### src/rtl/spi_clk_pkg.sv
// Shared types and helpers for the SPI clock engine: one-hot phase encoding,
// clock-mode constants and the minimum-value normalisation for timing inputs.
package spi_clk_pkg;

  typedef enum logic [4:0] {
    ST_IDLE  = 5'b00001,
    ST_SETUP = 5'b00010,
    ST_DATA  = 5'b00100,
    ST_HOLD  = 5'b01000,
    ST_GAP   = 5'b10000
  } spiState_t;

  localparam logic CPOL_IDLE_LOW    = 1'b0;
  localparam logic CPHA_LEAD_SAMPLE = 1'b0;
  localparam logic CPHA_LEAD_SHIFT  = 1'b1;

  localparam logic [7:0] MIN_PERIOD = 8'd2;
  localparam logic [7:0] MIN_DELAY  = 8'd1;

  // Raises a timing value to its smallest usable setting.
  function automatic logic [7:0] normMin(input logic [7:0] value, input logic [7:0] minValue);
    return (value < minValue) ? minValue : value;
  endfunction

endpackage

### src/rtl/spi_sclk_div.sv
// SCLK divider: runs a per-bit period counter while the engine is in DATA and
// reports leading/trailing ticks for the edge being registered this cycle.
module spi_sclk_div (
  input  logic       i_clk,
  input  logic       i_rst,
  input  logic       i_start,
  input  logic       i_run,
  input  logic [7:0] i_period,
  input  logic       i_cpol,
  output logic       o_sclk,
  output logic       o_lead,
  output logic       o_trail,
  output logic       o_wrap
);

  logic [7:0] r_cnt;
  logic       r_sclk;
  logic [7:0] w_h1;
  logic [7:0] w_cntNext;

  // The active half gets the extra cycle when the period is odd.
  assign w_h1      = i_period - {1'b0, i_period[7:1]};
  assign o_wrap    = (r_cnt == (i_period - 8'd1));
  assign w_cntNext = o_wrap ? 8'd0 : (r_cnt + 8'd1);
  assign o_lead    = i_start | (i_run & o_wrap);
  assign o_trail   = i_run & (w_cntNext == w_h1);
  assign o_sclk    = r_sclk;

  always_ff @(posedge i_clk) begin
    if (i_rst) begin
      r_cnt  <= 8'd0;
      r_sclk <= 1'b0;
    end else if (i_start) begin
      r_cnt  <= 8'd0;
      r_sclk <= ~i_cpol;
    end else if (i_run) begin
      r_cnt <= w_cntNext;
      if (o_lead) begin
        r_sclk <= ~i_cpol;
      end else if (o_trail) begin
        r_sclk <= i_cpol;
      end
    end else begin
      r_cnt  <= 8'd0;
      r_sclk <= i_cpol;
    end
  end

endmodule

### src/rtl/spi_clk_engine.sv
// SPI master timing engine: sequences slave selects, SCLK and shift/sample
// strobes through setup, data, hold and inter-frame gap, with burst frames.
module spi_clk_engine
  import spi_clk_pkg::*;
#(
  parameter int MAX_FRAME_BITS = 32,
  parameter int NUM_SS         = 4,
  parameter int FB_W           = $clog2(MAX_FRAME_BITS + 1),
  localparam int SS_W          = (NUM_SS > 1) ? $clog2(NUM_SS) : 1
) (
  input  logic              i_sys_clk,
  input  logic              i_sys_rst,
  input  logic              i_spi_start,
  input  logic [FB_W-1:0]   i_frame_bits,
  input  logic [SS_W-1:0]   i_ss_sel,
  input  logic [7:0]        i_clk_period,
  input  logic [7:0]        i_setup_cycles,
  input  logic [7:0]        i_hold_cycles,
  input  logic [7:0]        i_tx2tx_cycles,
  input  logic              i_cpol,
  input  logic              i_cpha,
  input  logic              i_burst,
  output logic              o_busy,
  output logic [NUM_SS-1:0] o_ss_n,
  output logic              o_sclk,
  output logic              o_frame_start,
  output logic              o_shift_strobe,
  output logic              o_sample_strobe,
  output logic              o_frame_done
);

  // Out-of-range indices match no bit, so the frame runs with no slave selected.
  function automatic logic [NUM_SS-1:0] selMask(input logic [SS_W-1:0] sel);
    logic [NUM_SS-1:0] mask;
    mask = '1;
    for (int i = 0; i < NUM_SS; i++) begin
      if (sel == SS_W'(i)) mask[i] = 1'b0;
    end
    return mask;
  endfunction

  spiState_t         r_state;
  logic [7:0]        r_cnt;
  logic [FB_W-1:0]   r_bitCnt;
  logic              r_busy;
  logic [NUM_SS-1:0] r_ssN;
  logic              r_frameStart;
  logic              r_done;
  logic              r_shift;
  logic              r_sample;

  logic [FB_W-1:0]   r_frameBits;
  logic [7:0]        r_period;
  logic [7:0]        r_setup;
  logic [7:0]        r_hold;
  logic [7:0]        r_gap;
  logic              r_cpol;
  logic              r_cpha;
  logic              r_burst;

  logic              w_idleStart;
  logic              w_holdExit;
  logic              w_burstRelatch;
  logic              w_latch;
  logic              w_cpolNext;
  logic [FB_W-1:0]   w_frameBitsN;
  logic              w_lastBit;
  logic              w_divStart;
  logic              w_divRun;
  logic              w_sclk;
  logic              w_lead;
  logic              w_trail;
  logic              w_wrap;

  assign w_idleStart    = (r_state == ST_IDLE) && i_spi_start;
  assign w_holdExit     = (r_state == ST_HOLD) && (r_cnt == r_hold);
  assign w_burstRelatch = w_holdExit && r_burst && i_spi_start;
  assign w_latch        = w_idleStart || w_burstRelatch;
  // The divider must see the new polarity on the very edge that latches it.
  assign w_cpolNext     = w_latch ? i_cpol : r_cpol;
  assign w_frameBitsN   = ((i_frame_bits == '0) || (i_frame_bits > FB_W'(MAX_FRAME_BITS)))
                        ? FB_W'(MAX_FRAME_BITS) : i_frame_bits;
  assign w_lastBit      = (r_bitCnt == (r_frameBits - FB_W'(1)));
  assign w_divStart     = (r_state == ST_SETUP) && (r_cnt == r_setup);
  assign w_divRun       = (r_state == ST_DATA) && !(w_wrap && w_lastBit);

  spi_sclk_div u_sclkDiv (
    .i_clk    (i_sys_clk),
    .i_rst    (i_sys_rst),
    .i_start  (w_divStart),
    .i_run    (w_divRun),
    .i_period (r_period),
    .i_cpol   (w_cpolNext),
    .o_sclk   (w_sclk),
    .o_lead   (w_lead),
    .o_trail  (w_trail),
    .o_wrap   (w_wrap)
  );

  always_ff @(posedge i_sys_clk) begin
    if (i_sys_rst) begin
      r_frameBits <= FB_W'(MAX_FRAME_BITS);
      r_period    <= MIN_PERIOD;
      r_setup     <= MIN_DELAY;
      r_hold      <= MIN_DELAY;
      r_gap       <= 8'd0;
      r_cpol      <= CPOL_IDLE_LOW;
      r_cpha      <= CPHA_LEAD_SAMPLE;
      r_burst     <= 1'b0;
    end else if (w_latch) begin
      r_frameBits <= w_frameBitsN;
      r_period    <= normMin(i_clk_period, MIN_PERIOD);
      r_setup     <= normMin(i_setup_cycles, MIN_DELAY);
      r_hold      <= normMin(i_hold_cycles, MIN_DELAY);
      r_gap       <= i_tx2tx_cycles;
      r_cpol      <= i_cpol;
      r_cpha      <= i_cpha;
      r_burst     <= i_burst;
    end
  end

  // Phase counter r_cnt counts 1..limit inside SETUP, HOLD and GAP.
  always_ff @(posedge i_sys_clk) begin
    if (i_sys_rst) begin
      r_state      <= ST_IDLE;
      r_cnt        <= 8'd0;
      r_bitCnt     <= '0;
      r_busy       <= 1'b0;
      r_ssN        <= '1;
      r_frameStart <= 1'b0;
      r_done       <= 1'b0;
      r_shift      <= 1'b0;
      r_sample     <= 1'b0;
    end else begin
      r_frameStart <= 1'b0;
      r_done       <= 1'b0;
      r_shift      <= 1'b0;
      r_sample     <= 1'b0;

      // In mode 0 the final trailing edge has no next bit to shift out.
      if (w_lead) begin
        if (r_cpha == CPHA_LEAD_SHIFT) r_shift <= 1'b1;
        else                           r_sample <= 1'b1;
      end
      if (w_trail) begin
        if (r_cpha == CPHA_LEAD_SHIFT) r_sample <= 1'b1;
        else if (!w_lastBit)           r_shift <= 1'b1;
      end

      case (r_state)
        ST_IDLE: begin
          if (i_spi_start) begin
            r_state      <= ST_SETUP;
            r_cnt        <= 8'd1;
            r_busy       <= 1'b1;
            r_ssN        <= selMask(i_ss_sel);
            r_frameStart <= 1'b1;
          end
        end
        ST_SETUP: begin
          if (r_cnt == r_setup) begin
            r_state  <= ST_DATA;
            r_bitCnt <= '0;
          end else begin
            r_cnt <= r_cnt + 8'd1;
          end
        end
        ST_DATA: begin
          if (w_wrap) begin
            if (w_lastBit) begin
              r_state <= ST_HOLD;
              r_cnt   <= 8'd1;
            end else begin
              r_bitCnt <= r_bitCnt + FB_W'(1);
            end
          end
        end
        ST_HOLD: begin
          if (w_holdExit) begin
            r_done <= 1'b1;
            r_cnt  <= 8'd1;
            if (w_burstRelatch) begin
              r_state      <= ST_SETUP;
              r_frameStart <= 1'b1;
            end else begin
              r_ssN <= '1;
              if (r_gap == 8'd0) begin
                r_state <= ST_IDLE;
                r_busy  <= 1'b0;
              end else begin
                r_state <= ST_GAP;
              end
            end
          end else begin
            r_cnt <= r_cnt + 8'd1;
          end
        end
        ST_GAP: begin
          if (r_cnt == r_gap) begin
            r_state <= ST_IDLE;
            r_busy  <= 1'b0;
          end else begin
            r_cnt <= r_cnt + 8'd1;
          end
        end
        default: begin
          r_state <= ST_IDLE;
          r_busy  <= 1'b0;
          r_ssN   <= '1;
        end
      endcase
    end
  end

  assign o_busy          = r_busy;
  assign o_ss_n          = r_ssN;
  assign o_sclk          = w_sclk;
  assign o_frame_start   = r_frameStart;
  assign o_shift_strobe  = r_shift;
  assign o_sample_strobe = r_sample;
  assign o_frame_done    = r_done;

endmodule

### config.mk
export PLATFORM = sky130hd
export DESIGN_NAME = spi_clk_engine
export DESIGN_NICKNAME = d
export VERILOG_FILES = /design/src/rtl/spi_clk_pkg.sv /design/src/rtl/spi_sclk_div.sv /design/src/rtl/spi_clk_engine.sv
export SDC_FILE = /design/constraint.sdc
export NUM_CORES = 1
export LEC_CHECK = 0
export CORE_UTILIZATION = 56
export CTS_CLUSTER_SIZE = 40
export DETAILED_ROUTE_END_ITERATION = 10
export GPL_TIMING_DRIVEN = 0
export PLACE_DENSITY = 0.8
export SLEW_MARGIN = 40
export SYNTH_ARGS = -nofsm -noshare
export SYNTH_HDL_FRONTEND = slang
export SYNTH_SLANG_ARGS = --single-unit
### constraint.sdc
create_clock -name i_sys_clk -period 3.86 [get_ports i_sys_clk]
set_clock_uncertainty 0.15 [all_clocks]
set_input_delay 0.772 -clock i_sys_clk [delete_from_list [all_inputs] [get_ports i_sys_clk]]
set_output_delay 0.772 -clock i_sys_clk [all_outputs]
set_load 0.005 [all_outputs]
==> summary.txt, run 1 <==
status: finished clean
Hold Crit Class: flip-flop to flip-flop
GPL Wtd Cong: 0.9278
vias: 4148
vias in the first global route: 3986
Slew Limit Fails: 0
share of cells above drive strength 1: 5.314%
CTS buffer count: 9
Power Total: 2.131 mW
family with the most delay on the worst path: compound AO/OA/AOI/OAI gates
post-synthesis cell count: 551
Chip Height: 91.51 um
Clock Tree Root: clkbuf_8
EDFF count, synth: 0
top cell type's share of synthesized area: 34.80%
Clock transition at path regs: 0.08 ns
Slowest-stage cell, CP: dfxtp_1
Boundary Pins: 56
Synthesized Nets: 617
drt via density: 5.737
Req. time, crit path: 3.96 ns
Area contributors post-synth: dfxtp_1, xnor2_1, nand2_1
area of the die: 8374 um2
Post-Place Worst Slack: 0.4481 ns
DP HPWL: 8.268 mm
final worst slack: 0.4242 ns
Setup crit start kind: flip-flop
Slew @ Worst Pin: 0.6895 ns
clock latency on the worst-skew pair: 0.36 ns
Synth Warn #: 0
leading area contributor after synthesis: dfxtp_1
final WL: 10.79 mm
Nets: 682
width of the die: 91.51 um
GR Util All Layers: 27.74%
CTS H-Tree Depth: 3
DR DRC count: 0
worst path buffer plus inverter count: 1
clock buffer depth: 2
Yosys reg bits: 78
FP Rows: 32
slowest stage delay, CP: 0.45 ns
GRT overflow: 0
# hold bufs at CTS: 0
Util after Layout: 69.17%
commonest non-fill, non-tap cell in the layout: nand2_1
Most used DFF post-synth: dfxtp_1
sequential share of the synthesized area: 34.80%
first-pass GRT wire length: 18.37 mm
synth unique cells: 60
Area Overhead vs Synth: 19.13%
initial antenna violation count: 0
number of fill cells: 639
final setup vio count: 0
largest net degree at the start of global routing: 13
Routed WL per cell: 14.92 um
maxcap violations: 0
post-cts repair resize count: 0
Initial Util: 58.06%
DR iter-0 viols: 294
worst path cell trace: ha_1 -> inv_1 -> fa_1 -> nor2b_1 -> o22ai_1 -> xor2_1 -> xnor2_1 -> o31ai_1 -> o31ai_2 -> nor4b_4 -> a31oi_1 -> mux2_1
PwrDens: 398.6 nW/um2
VDD IR-drop max: 0.2385 mV
CTS tree: done
antenna cells: 0
Tmin final: 3.436 ns
async set or reset register ratio after synthesis: 0%
critical path fanouts, max: 5
kind of critical path: flip-flop to flip-flop
critical path arrival: 3.54 ns
postcts setup bufs: 0
most frequent cells in the layout: nand2_1, dfxtp_1, clkdlybuf4s50_1, nor2_1, a21oi_1
Synth Cell Area: 4487 um2
Sink Count: 78
RSZ-0062 raised after global routing: false
Pleak: 1.958 nW
antenna-violating nets left: 0
core area: 7727 um2
relative slew slack: 53.93%
Critical Path End Type: flip-flop
final critical-path share of the clock period: 89.01%
Post-Syn Area per Cell: 8.143 um2
Pre-antenna DRT Iters: 5
Max Clk Rate: 291.1 MHz
setup TNS: 0 ns
Hold Vio Cnt, Final: 0
IO Port Bufs: 54
## final timing paths
check	depth (start not counted)	slack [ns]	to	startpoint
hold / removal	2	0.32	r_hold[2]	r_hold[2]
setup / recovery	12	0.42	u_sclkDiv.o_sclk	r_period[1]
hold reg to reg	2	0.32	r_hold[2]	r_hold[2]
setup reg to reg	12	0.42	u_sclkDiv.o_sclk	r_period[1]
## metal layers
layer  vias up  share of wire (%)  wire length, um  track usage [%]
li1       2034                  -                -                -
met1      1956                 43             4655            34.27
met2       137                 49             5287            47.87
met3        21                6.2              666            5.528
met4         0                1.6              176            9.392
met5         -                  0                0                0
## state kept, by name, indices dropped and copies added, names as in the netlist, 6 cells and up
name and count:
r_bitCnt 6, r_cnt 8, r_frameBits 6, r_gap 8, r_hold 8, r_period 8
r_setup 8, u_sclkDiv.r_cnt 8
## cells in the mapped netlist, types with 2 or more instances
cell type and number:
o32ai_1 2, a2111oi_4 2, or3_1 3, o21ai_0 15, and4_1 2, o21a_1 3, or4_1 4, dfxtp_1 78
nand4_1 15, a21o_1 2, nor2_1 52, mux2i_1 6, a221oi_1 2, o22ai_1 3, nor3_1 23, nand2_1 81
nand3_1 8, inv_1 16, buf_2 4, and3_1 7, xor2_1 27, clkbuf_1 22, ha_1 19, or2_2 2
o31ai_1 3, nand2b_1 4, or3b_1 2, a31oi_1 2, a21oi_1 50, nor3b_1 6, nand3b_1 8, xnor2_1 39
nor2b_1 6, nor4_1 7
## stage by stage
stage,area (um2),std cells,hold slack [ns]
floorplan,4487,551,0.2943
global placement,5155,707,0.3034
detailed placement,5159,707,0.3089
CTS,5345,723,0.3197
global route,5345,723,0.3305
finish,5345,723,0.3170
## logic make-up after synthesis
logic type | after synthesis | share of synthesized area, %
adder cells (fa/ha/maj) | 20 | 5.745
flip-flops | 78 | 34.80
XOR/XNOR | 67 | 13.25
buffers and inverters | 43 | 3.709
multiplexers | 7 | 1.590
AND/OR/NAND/NOR | 239 | 27.13
AO/OA/AOI/OAI | 97 | 13.78
## final cells by class
cell class / instances / area (um2) / share of cell area [%]
buffer: 27 / 106.4 / 1.990
clock buffer: 14 / 172.7 / 3.230
clock inverter: 2 / 13.76 / 0.2575
inverter: 16 / 60.06 / 1.124
multi-input combinational: 430 / 2763 / 51.69
sequential: 78 / 1562 / 29.21
tap: 102 / 127.6 / 2.388
timing repair buffer: 54 / 540.5 / 10.11
## worst min-delay path: cells and delay by family, from the launching register on
family / cells / cell delay, ns
AOI/OAI and AO/OA: 1 / 0.05
DFF: 1 / 0.32
and+or+nand+nor: 1 / 0.05
## where the power goes
part           switching (mW)  internal [mW]  total, mW
clock network           0.298          0.288      0.586
logic                   0.365          0.275      0.641
registers              0.0459          0.858      0.904
total                   0.709           1.42       2.13
Power figures use the tool's default switching activity.
==> inputs of run 2 (changes only) <==
--- a/config.mk
+++ b/config.mk
@@ -6,7 +6,7 @@
 export NUM_CORES = 1
 export LEC_CHECK = 0
 export CORE_UTILIZATION = 56
-export CTS_CLUSTER_SIZE = 40
+export CTS_CLUSTER_SIZE = 25
 export DETAILED_ROUTE_END_ITERATION = 10
 export GPL_TIMING_DRIVEN = 0
 export PLACE_DENSITY = 0.8
==> results of run 2 <==
Final layout, timing and power as in run 1 (identical DEF).
==> RTL edit, RTL diff (config.mk and constraints of run 1) <==
Put one more register stage on the output `o_ss_n`. The value now appears one clock later. The other outputs are not delayed to match.
--- a/src/rtl/spi_clk_engine.sv
+++ b/src/rtl/spi_clk_engine.sv
@@ -213,7 +213,13 @@
   end
 
   assign o_busy          = r_busy;
-  assign o_ss_n          = r_ssN;
+  always_ff @(posedge i_sys_clk) begin
+    if (i_sys_rst) begin
+      o_ss_n <= '0;
+    end else begin
+      o_ss_n <= r_ssN;
+    end
+  end
   assign o_sclk          = w_sclk;
   assign o_frame_start   = r_frameStart;
   assign o_shift_strobe  = r_shift;
Formal check against the unedited RTL: not equivalent (Yosys sat finds a counterexample within 4 cycles, from zero or initial values and one cycle with i_sys_rst high).
==> RTL edit against run 1 <==
- area after synthesis is 4.1% higher
- fmax is 1.9% higher
- hold slack worse by 27 ps
- critical path depth is 2 lower
- setup slack better by 64 ps
- design area is 4.0% higher
- wire length is 4.8% higher
- via count is 0.94% higher
- sequential cell count is 4 higher
- critical path type unchanged
Power is not compared: it rests on default switching activity, and its combinational part moved more than twofold at a synthesized area within 25%.
==> RTL edit: results (changes against run 1) <==
.. list-table::
   :header-rows: 1

   * - Metric
     - Value
   * - Result of the run
     - finished clean
   * - Total cell area at the placement stage
     - 0.00535 sq mm (+3.7%)
   * - Largest net degree at the start of global routing
     - 16 (+3)
   * - Met3 Wirelength
     - 831 um (+25%)
   * - Number of placed instances with taps included
     - 715 (+1.1%)
   * - Final weighted congestion of routability-driven global placement
     - 0.887 (-4.4%)
   * - Total routed wire length on the met1 layer
     - 5.04 mm (+8.2%)
   * - Most frequent cells after synthesis
     - 85 x sky130_fd_sc_hd__nand2_1, 82 x sky130_fd_sc_hd__dfxtp_1, 55 x sky130_fd_sc_hd__nor2_1, 45 x sky130_fd_sc_hd__a21oi_1, 36 x sky130_fd_sc_hd__xnor2_1
   * - Area added between synthesis and finish
     - 19.0% (about the same)
   * - Path depth of the worst reg2reg path
     - 10 (-2)
   * - First-pass iteration count of the detailed router
     - 9 (+4)
   * - Top cells by area, synth
     - sky130_fd_sc_hd__dfxtp_1 35%, sky130_fd_sc_hd__nand2_1 6.8%, sky130_fd_sc_hd__xnor2_1 6.8%
   * - Routed wire length on met2
     - 5.15 mm (-2.7%)
   * - Pre-CTS setup slack
     - 525 ps (+76.5 ps)
   * - Detailed Route Iter0 Violations
     - 275 (-6.5%)
   * - Proportion of layout cells with a drive suffix above 1
     - 7.00% (+1.7 points)
   * - Number of filler instances in the final layout
     - 632 (-1.1%)
   * - First-pass GRT wire length
     - 18.4 mm (+0.19%)
   * - Met3 Use GR
     - 6.02% (+0.49 points)
   * - Slowest cell delay on critical path
     - 570 ps (+120 ps)
   * - Number of distinct standard cells referenced by the synthesized netlist
     - 71 (+18%)
   * - Final critical-path setup slack
     - 488 ps (+64.1 ps)
   * - Mean routed wirelength per cell
     - 15.5 um (+3.6%)
   * - Via density
     - 5.73 (-0.16%)
   * - Detail Placement HPWL
     - 8.36 mm (+1.1%)
   * - Detailed-route wire length
     - 11.3 mm (+4.8%)
   * - Synthesized instance count
     - 558 (+1.3%)
   * - Overall fraction of global-route tracks in use
     - 27.5% (-0.27 points)
   * - Number of port buffers
     - 55 (+1.9%)
   * - Post-Synthesis Net Count
     - 624 (+1.1%)
   * - Worst endpoint data arrival time
     - 3500 ps (-40 ps)
   * - Proportion of synthesized chip area in sequential cells
     - 35.2% (+0.35 points)
   * - Met2 layer usage reported by global route
     - 45.1% (-2.8 points)
   * - Normalized max-slew margin
     - 43.4% (-11 points)
   * - Hold Path Origin
     - r_ssN[0]
   * - Nets@finish
     - 690 (+1.2%)
   * - Worst hold slack
     - 290 ps (-27.1 ps)
RTL edit: changes by cell type in the layout (fill, tap and decap cells not counted), moves of 5 or more:
cell	delta
sky130_fd_sc_hd__nor3_1	-10
sky130_fd_sc_hd__clkbuf_1	-11
sky130_fd_sc_hd__o21ai_0	-7
sky130_fd_sc_hd__nor2b_1	+7
sky130_fd_sc_hd__o21bai_1	+8
sky130_fd_sc_hd__buf_6	+5
RTL edit: layout make-up:
class	instances	area share, %
flip-flops and latches	82	29.5
multi-input cells	434	50.5
repair buffers	55	9.91
clock inverters	6	1.31
plain buffers	25	2.86
clock buffers	10	2.48
well taps	102	2.30
inverters	17	1.15
RTL edit: cell families (layout without fill, tap and decap cells):
kind of cell,after synthesis,in the layout,share of synthesized area [%]
fa+ha+maj,20,20,5.52
xor+xnor,61,61,12.0
compound gates,96,96,14.2
flops,82,82,35.2
mux,3,3,0.643
buf+inv,42,113,4.77
simple gates,254,254,27.7
